<file path="src/rtl/gene_net_pkg.sv">
// gene_net_pkg: shared constants, FSM state type and the gene update rule
package gene_net_pkg;
    localparam int N_GENES = 8;
    localparam int CNT_W   = 4;

    typedef enum logic [2:0] {IDLE, LOAD, RUN, REPORT, DONE} state_t;

    // Each gene turns on only when both ring neighbours are on
    function automatic logic [N_GENES-1:0] gene_next(input logic [N_GENES-1:0] x);
        return {x[N_GENES-2:0], x[N_GENES-1]} & {x[0], x[N_GENES-1:1]};
    endfunction
endpackage

</file>
<file path="src/rtl/gene_net_step.sv">
// gene_net_step: one synchronous update of the gene network, kept apart so the rule can be swapped
module gene_net_step
    import gene_net_pkg::*;
(
    input  logic [N_GENES-1:0] i_x,
    output logic [N_GENES-1:0] o_x_next
);
    assign o_x_next = gene_next(i_x);
endmodule

</file>
<file path="src/rtl/gene_net_driver.sv">
// gene_net_driver: sweeps initial gene states, iterates the network and reports convergence or timeout per state
module gene_net_driver
    import gene_net_pkg::*;
#(
    parameter logic [N_GENES-1:0] FIRST_VAL = 8'h00,
    parameter logic [N_GENES-1:0] LAST_VAL  = 8'hFF,
    parameter logic [CNT_W-1:0]   MAX_STEPS = 4'd15
) (
    input  logic               clk,
    input  logic               rst,
    input  logic               start,
    input  logic               flag,
    output logic [N_GENES-1:0] x,
    output logic [CNT_W-1:0]   cnt,
    output logic [N_GENES-1:0] init_val_chk,
    output logic               busy,
    output logic               done,
    output logic               res_valid,
    output logic [N_GENES-1:0] res_init,
    output logic               res_conv,
    output logic [CNT_W-1:0]   res_steps
);
    state_t               r_state;
    state_t               w_next_state;
    logic [N_GENES-1:0]   r_iv;
    logic [N_GENES-1:0]   r_x;
    logic [N_GENES-1:0]   r_ivc;
    logic [CNT_W-1:0]     r_cnt;
    logic                 r_busy;
    logic                 r_done;
    logic                 r_res_valid;
    logic [N_GENES-1:0]   r_res_init;
    logic                 r_res_conv;
    logic [CNT_W-1:0]     r_res_steps;
    logic [N_GENES-1:0]   w_x_next;
    logic                 w_conv;
    logic                 w_tmo;

    gene_net_step u_step (
        .i_x      (r_x),
        .o_x_next (w_x_next)
    );

    // The first four steps mask the flag: the detector history still holds the previous run
    assign w_conv = flag && (r_cnt >= CNT_W'(4));
    assign w_tmo  = (r_cnt == MAX_STEPS);

    // Next-state selection; convergence takes priority over timeout on the same edge
    always_comb begin
        w_next_state = r_state;
        case (r_state)
            IDLE:    w_next_state = start ? LOAD : IDLE;
            LOAD:    w_next_state = RUN;
            RUN:     w_next_state = (w_conv || w_tmo) ? REPORT : RUN;
            REPORT:  w_next_state = (r_iv == LAST_VAL) ? DONE : LOAD;
            DONE:    w_next_state = start ? LOAD : DONE;
            default: w_next_state = IDLE;
        endcase
    end

    // State register, network iteration, sweep index and result latching
    always_ff @(posedge clk or posedge rst) begin
        if (rst) begin
            r_state     <= IDLE;
            r_iv        <= '0;
            r_x         <= '0;
            r_ivc       <= '0;
            r_cnt       <= '0;
            r_busy      <= 1'b0;
            r_done      <= 1'b0;
            r_res_valid <= 1'b0;
            r_res_init  <= '0;
            r_res_conv  <= 1'b0;
            r_res_steps <= '0;
        end else begin
            r_state     <= w_next_state;
            r_busy      <= (w_next_state == LOAD) || (w_next_state == RUN) || (w_next_state == REPORT);
            r_done      <= (w_next_state == DONE);
            r_res_valid <= (w_next_state == REPORT);
            case (r_state)
                IDLE, DONE: begin
                    if (start) r_iv <= FIRST_VAL;
                end
                LOAD: begin
                    r_x   <= r_iv;
                    r_ivc <= r_iv;
                    r_cnt <= '0;
                end
                RUN: begin
                    if (w_next_state == REPORT) begin
                        r_res_init  <= r_iv;
                        r_res_conv  <= w_conv;
                        r_res_steps <= r_cnt;
                    end else begin
                        r_x   <= w_x_next;
                        r_cnt <= (r_cnt == '1) ? r_cnt : r_cnt + 1'b1;
                    end
                end
                REPORT: begin
                    if (r_iv != LAST_VAL) r_iv <= r_iv + 1'b1;
                end
                default: begin
                end
            endcase
        end
    end

    assign x            = r_x;
    assign cnt          = r_cnt;
    assign init_val_chk = r_ivc;
    assign busy         = r_busy;
    assign done         = r_done;
    assign res_valid    = r_res_valid;
    assign res_init     = r_res_init;
    assign res_conv     = r_res_conv;
    assign res_steps    = r_res_steps;
endmodule

</file>
<file path="config.mk">
export PLATFORM = sky130hd
export DESIGN_NAME = gene_net_driver
export DESIGN_NICKNAME = d
export VERILOG_FILES = /design/src/rtl/gene_net_pkg.sv /design/src/rtl/gene_net_step.sv /design/src/rtl/gene_net_driver.sv
export SDC_FILE = /design/constraint.sdc
export NUM_CORES = 1
export LEC_CHECK = 0
export CELL_PAD_IN_SITES_DETAIL_PLACEMENT = 2
export CELL_PAD_IN_SITES_GLOBAL_PLACEMENT = 2
export CORE_MARGIN = 2
export CORE_UTILIZATION = 32
export CTS_CLUSTER_SIZE = 30
export DETAILED_ROUTE_END_ITERATION = 12
export MAX_ROUTING_LAYER = met4
export PLACE_DENSITY_LB_ADDON = 0.3
export SETUP_SLACK_MARGIN = 0.1
export SYNTH_ARGS = -nofsm -noshare
export SYNTH_HDL_FRONTEND = slang
export SYNTH_SLANG_ARGS = --single-unit
</file>
<file path="constraint.sdc">
create_clock -name clk -period 1.98 [get_ports clk]
set_input_delay 0.297 -clock clk [delete_from_list [all_inputs] [get_ports clk]]
set_output_delay 0.297 -clock clk [all_outputs]
set_load 0.05 [all_outputs]
</file>
After elaboration in Yosys (flattened, before gate mapping). Index checks and enable logic that the tools add are counted. W data, S select, Z words.

Output and inout port bits: 36. Register bits after elaboration: 47. Logic and storage cells: 55.

$add $sub $neg: 2. Bitwise gates (word level): 1. Equal/unequal tests: 15. Mux-type cells: 13. $lt $le $gt $ge: 1. Reductions and logical operators: 12.

Operator list (number): $pmux W8 S2 (2); $mux W8 (3); $pmux W3 S5 (1); $eq A3 B2 Y1 const B (4); $add A8 B1 Y8 const B (1); $and A8 B8 Y8 (1); $eq A8 B8 Y1 const B (1); $mux W4 (2); $ne A2 B2 Y1 const B (4); $ne A8 B8 Y1 const B (1); $pmux W4 S2 (1); $eq A3 B1 Y1 const B (2); $eq A3 B3 Y1 const B (2); $mux W3 (2); $reduce_and A3 Y1 (2); $add A4 B1 Y4 const B (1); $eq A4 B4 Y1 const B (1); $ge A4 B3 Y1 const B (1); $reduce_and A2 Y1 (2); $reduce_bool A2 Y1 (2); $logic_not A3 Y1 (1); $logic_or A1 B1 Y1 (3); $mux W1 (2); $reduce_or A2 Y1 (1); $logic_and A1 B1 Y1 (1).

Logic depth before layout (Yosys ltp).
Word-level depth: 8. Depth in mapped cells: 6. Depth with buffers taken out: 5.

By module. A second synthesis with hierarchy kept.

Cells, all modules: 198. Area total of the unflattened synthesis: 2079.5 um^2.

By module, submodules not included: gene_net_driver (times used 1, cells an instance 190, area each 2029.4 um^2, seq. area each 1176.1 um^2); gene_net_step (times used 1, cells an instance 8, area each 50.0 um^2, seq. area each 0.0 um^2).

Worst setup path after synthesis. No wires, ideal clock.

Path type: reg-to-reg. Start point: register r_cnt[0], in the netlist cnt[0]. End point: register r_res_init[0], in the netlist res_init[0]. Setup slack: 49 ps. Cell stages (with the launch flop): 6. Data arrival time: 1806 ps. Period minus slack after synthesis: 1931 ps. Path buffers: 1. Cell sequence: dfrtp_1 ha_1 nand3_1 a21oi_4 buf_12 mux2_4.

Longest elaborated chain between the ends: 7.

Ends and longest elaborated chain: start: declaration (RTL line gene_net_driver.sv:28) `logic [CNT_W-1:0] r_cnt;`; start signal: assignment (RTL line gene_net_driver.sv:96) `r_cnt <= (r_cnt == '1) ? r_cnt : r_cnt + 1'b1;`; $ge A4 B3 Y1 (RTL line gene_net_driver.sv:45) `assign w_conv = flag && (r_cnt >= CNT_W'(4));`; $logic_and A1 B1 Y1 (RTL line gene_net_driver.sv:45); $logic_or A1 B1 Y1 (*) (RTL line gene_net_driver.sv:54) `RUN: w_next_state = (w_conv || w_tmo) ? REPORT : RUN;`; $mux W1 (*) (RTL line gene_net_driver.sv:54); $pmux W3 S5 (*) (RTL line gene_net_driver.sv:51) `case (r_state)`; $eq A3 B2 Y1 (*) (RTL line gene_net_driver.sv:90) `if (w_next_state == REPORT) begin`; $reduce_and A2 Y1 (no line) (*); end signal: assignment (RTL line gene_net_driver.sv:91) `r_res_init <= r_iv;`; end: declaration (RTL line gene_net_driver.sv:32) `logic [N_GENES-1:0] r_res_init;`.

Mark *: on every way between the ends. The rest lies on a longest branch, timed or not. A chain may end at the register's enable or synchronous reset.

Worst setup path in the final report.
Start point: register r_x[4], in the netlist x[4]. End point: output port x[4].

RTL lines: start: declaration (RTL line gene_net_driver.sv:26) `logic [N_GENES-1:0] r_x;`; start signal: assignment (RTL line gene_net_driver.sv:85) `r_x <= r_iv;`; start signal: assignment (RTL line gene_net_driver.sv:95) `r_x <= w_x_next;`; end: declaration (RTL line gene_net_driver.sv:13) `output logic [N_GENES-1:0] x,`.

No word-level cell between the ends.

==> results.md <==
* Crit path time final at 1.84 ns
* Reg2Reg Depth at 6
* Vias in the first global route at 1877
* Gr usage total at 18.2%
* Initial antenna violation count at 0
* Worst Setup End Kind: output port
* Mapped Cells at 199
* Class of the worst hold path: in -> async
* CTS max path bufs at 2
* Post-synthesis async set-or-reset flop share at 100%
* Syn Nets at 205
* # rows at 29
* Main synth FF type: dfrtp_1
* Clock transition at path regs at 0.09 ns
* First-pass GRT wire length at 10000 um
* Worst path max stage delay at 0.83 ns
* Yosys warns at 0
* Register area share after synthesis at 55.7%
* Syn Std Cell Area at 2110 um^2
* Crit path kind: reg -> out
* Antenna cells at 0
* Clock root cell: clkbuf_8
* TritonCTS Buffers at 5
* Leakage at 1.28 nW
* Initial Utilization at 33.1%
* Crit share post-route at 92.7%
* H-Tree Depth at 2
* Pins Over Slew Limit at 0
* Max Freq at 545 MHz
* Largest net degree at the start of global routing at 29
* Startpoint type of the worst setup path: flip-flop
* Unique masters post-synth at 41
* Crit-path leading delay family: buffers and inverters
* Crit-path cells: clkdlybuf4s50_1
* Routed WL at 5810 um
* Buf+Inv Stages, Crit Path at 1
* Final HPWL DP at 4020 um
* Layout cells sized above 1 at 13.9%
* First-pass detailed-route iteration total at 3
* Hold Vio Cnt, Final at 0
* DP Area at 2610 um^2
* PostCTS Resize Cnt at 3
* Post-CTS Setup Bufs at 0
* CTS tree: built
* CP max FO at 4
* Pwr per Cell Area at 1700 nW/um^2
* FF-to-FF End: x[2]
* Status: completed
* Via Count at 1680
* Num ports at 40
* Die footprint at 7270 um^2
* RSZ-0062 raised after global routing: false
* CTS Hold Bufs at 0
* Max_cap viols at 0
* Post-route ant nets at 0
* Rel. slew slack at 64.6%
* Peak VDD IR at 0.765 mV
* Cell area after layout at 2710 um^2
* Area Overhead vs Synth at 28.0%
* Die Ht at 85.3 um
* Synth Register Bits at 47
* Worst path arrival time at 1.54 ns
* Clk_lat worst skew at 0.31 ns
* IO Port Bufs at 39
* Clock skew at 0.0116 ns
* Commonest cells after routing, fill and taps aside: dfrtp_1 (45), nand2_1 (43), clkdlybuf4s50_1 (30)
* Clock sink count at 47
* DR iter-0 viols at 84
* Setup slack, reg-to-reg at 0.25 ns
* Avg Cell Area, Syn at 10.6 um^2
* Commonest non-fill, non-tap cell in the layout: dfrtp_1
* Slowest cell on the critical path: clkdlybuf4s50_1
* Die X at 85.3 um
* Vias per cell at 5.23
* Worst EP required at 1.68 ns
* Total grt overflow at 0
* Residual DRC at 0
* Worst-margin pin slew at 0.530 ns
* Final #Nets at 249
* Worst r2r src: cnt[0]
* GPL Wtd Cong at 0.740
* Post-DR wirelength/cell at 18.1 um
* Setup TNS at 0 ns
* Number of enable flip-flop cells after synthesis at 0
* Final setup fails at 0
* Core Region at 6390 um^2
report_power, final:
part | leakage (nW) | internal [mW] | switching (mW) | total, mW
registers | 0.619 | 1.26 | 0.303 | 1.56
clock network | 0.0412 | 0.248 | 0.343 | 0.590
logic | 0.624 | 0.862 | 1.58 | 2.45
total | 1.28 | 2.37 | 2.23 | 4.60
logic make-up after synthesis:
family	count (synthesis)	synth area share (%)
AND/OR/NAND/NOR	89	19.2
flip-flops	47	55.7
AO/OA/AOI/OAI	30	10.2
multiplexers	16	9.71
buffers and inverters	15	4.03
adder cells (fa/ha/maj)	2	1.18
state kept, by name, summed over array words and instances (netlist names):
name	cells
r_iv	8
res_steps	4
res_valid	1
res_conv	1
r_state	3
busy	1
done	1
cnt	4
x	8
res_init	8
init_val_chk	8
cell usage after synthesis (2+ instances only):
| cell type | count | area (um^2) |
|---|---|---|
| nand2_1 | 43 | 161 |
| nor2_1 | 12 | 45.0 |
| and2_1 | 2 | 12.5 |
| nand3_1 | 8 | 40.0 |
| dfrtp_1 | 47 | 1180 |
| mux2_2 | 3 | 33.8 |
| o41ai_1 | 2 | 17.5 |
| clkbuf_1 | 4 | 15.0 |
| a211oi_1 | 8 | 60.1 |
| buf_2 | 4 | 20.0 |
| inv_1 | 4 | 15.0 |
| nand4_1 | 5 | 31.3 |
| o31ai_1 | 2 | 15.0 |
| nor3_1 | 9 | 45.0 |
| mux2_4 | 8 | 120 |
| and3_1 | 2 | 12.5 |
| mux2i_1 | 4 | 40.0 |
| o21ai_0 | 7 | 35.0 |
| ha_1 | 2 | 25.0 |
| a21oi_1 | 2 | 10.0 |
worst max path at each step:
stage	startpoint	endpoint	slack, ns	depth (start not counted)
after CTS	x[5]	x[5]	0.10	1
final	x[4]	x[4]	0.14	1
after global placement	flag	res_init[6]	0.27	5
after detailed placement	flag	x[2]	0.19	6
after global routing	x[4]	x[4]	0.10	1
after floorplan	cnt[2]	res_init[0]	0.16	4
area by class of cell:
class / instances / area [um^2]
Inverter: 5 / 18.8
Multi-Input combinational cell: 137 / 852
Timing Repair Buffer: 47 / 474
Clock inverter: 2 / 12.5
Sequential cell: 47 / 1180
Fill cell: 699 / 3680
Clock buffer: 6 / 72.6
Tap cell: 77 / 96.3
metrics by stage:
step	std cells	utilization (%)	worst slack, ns	power [mW]	hold WS, ns
final	321	42.4	0.145	4.60	0.339
after detailed placement	313	40.9	0.185	4.07	0.469
after CTS	321	42.1	0.102	4.66	0.351
after global routing	321	42.4	0.104	4.87	0.372
after floorplan	199	-	0.164	3.20	0.381
after global placement	313	40.9	0.271	3.98	0.464
routing by layer:
layer | vias to the layer above | wire (um) | track usage [%]
li1 | 783 | - | -
met1 | 866 | 2780 | 23.8
met2 | 24 | 2850 | 29.4
met3 | 7 | 126 | 2.33
met4 | 0 | 57 | 5.63
met5 | - | 0 | -
(Power assumes the default switching activity.)
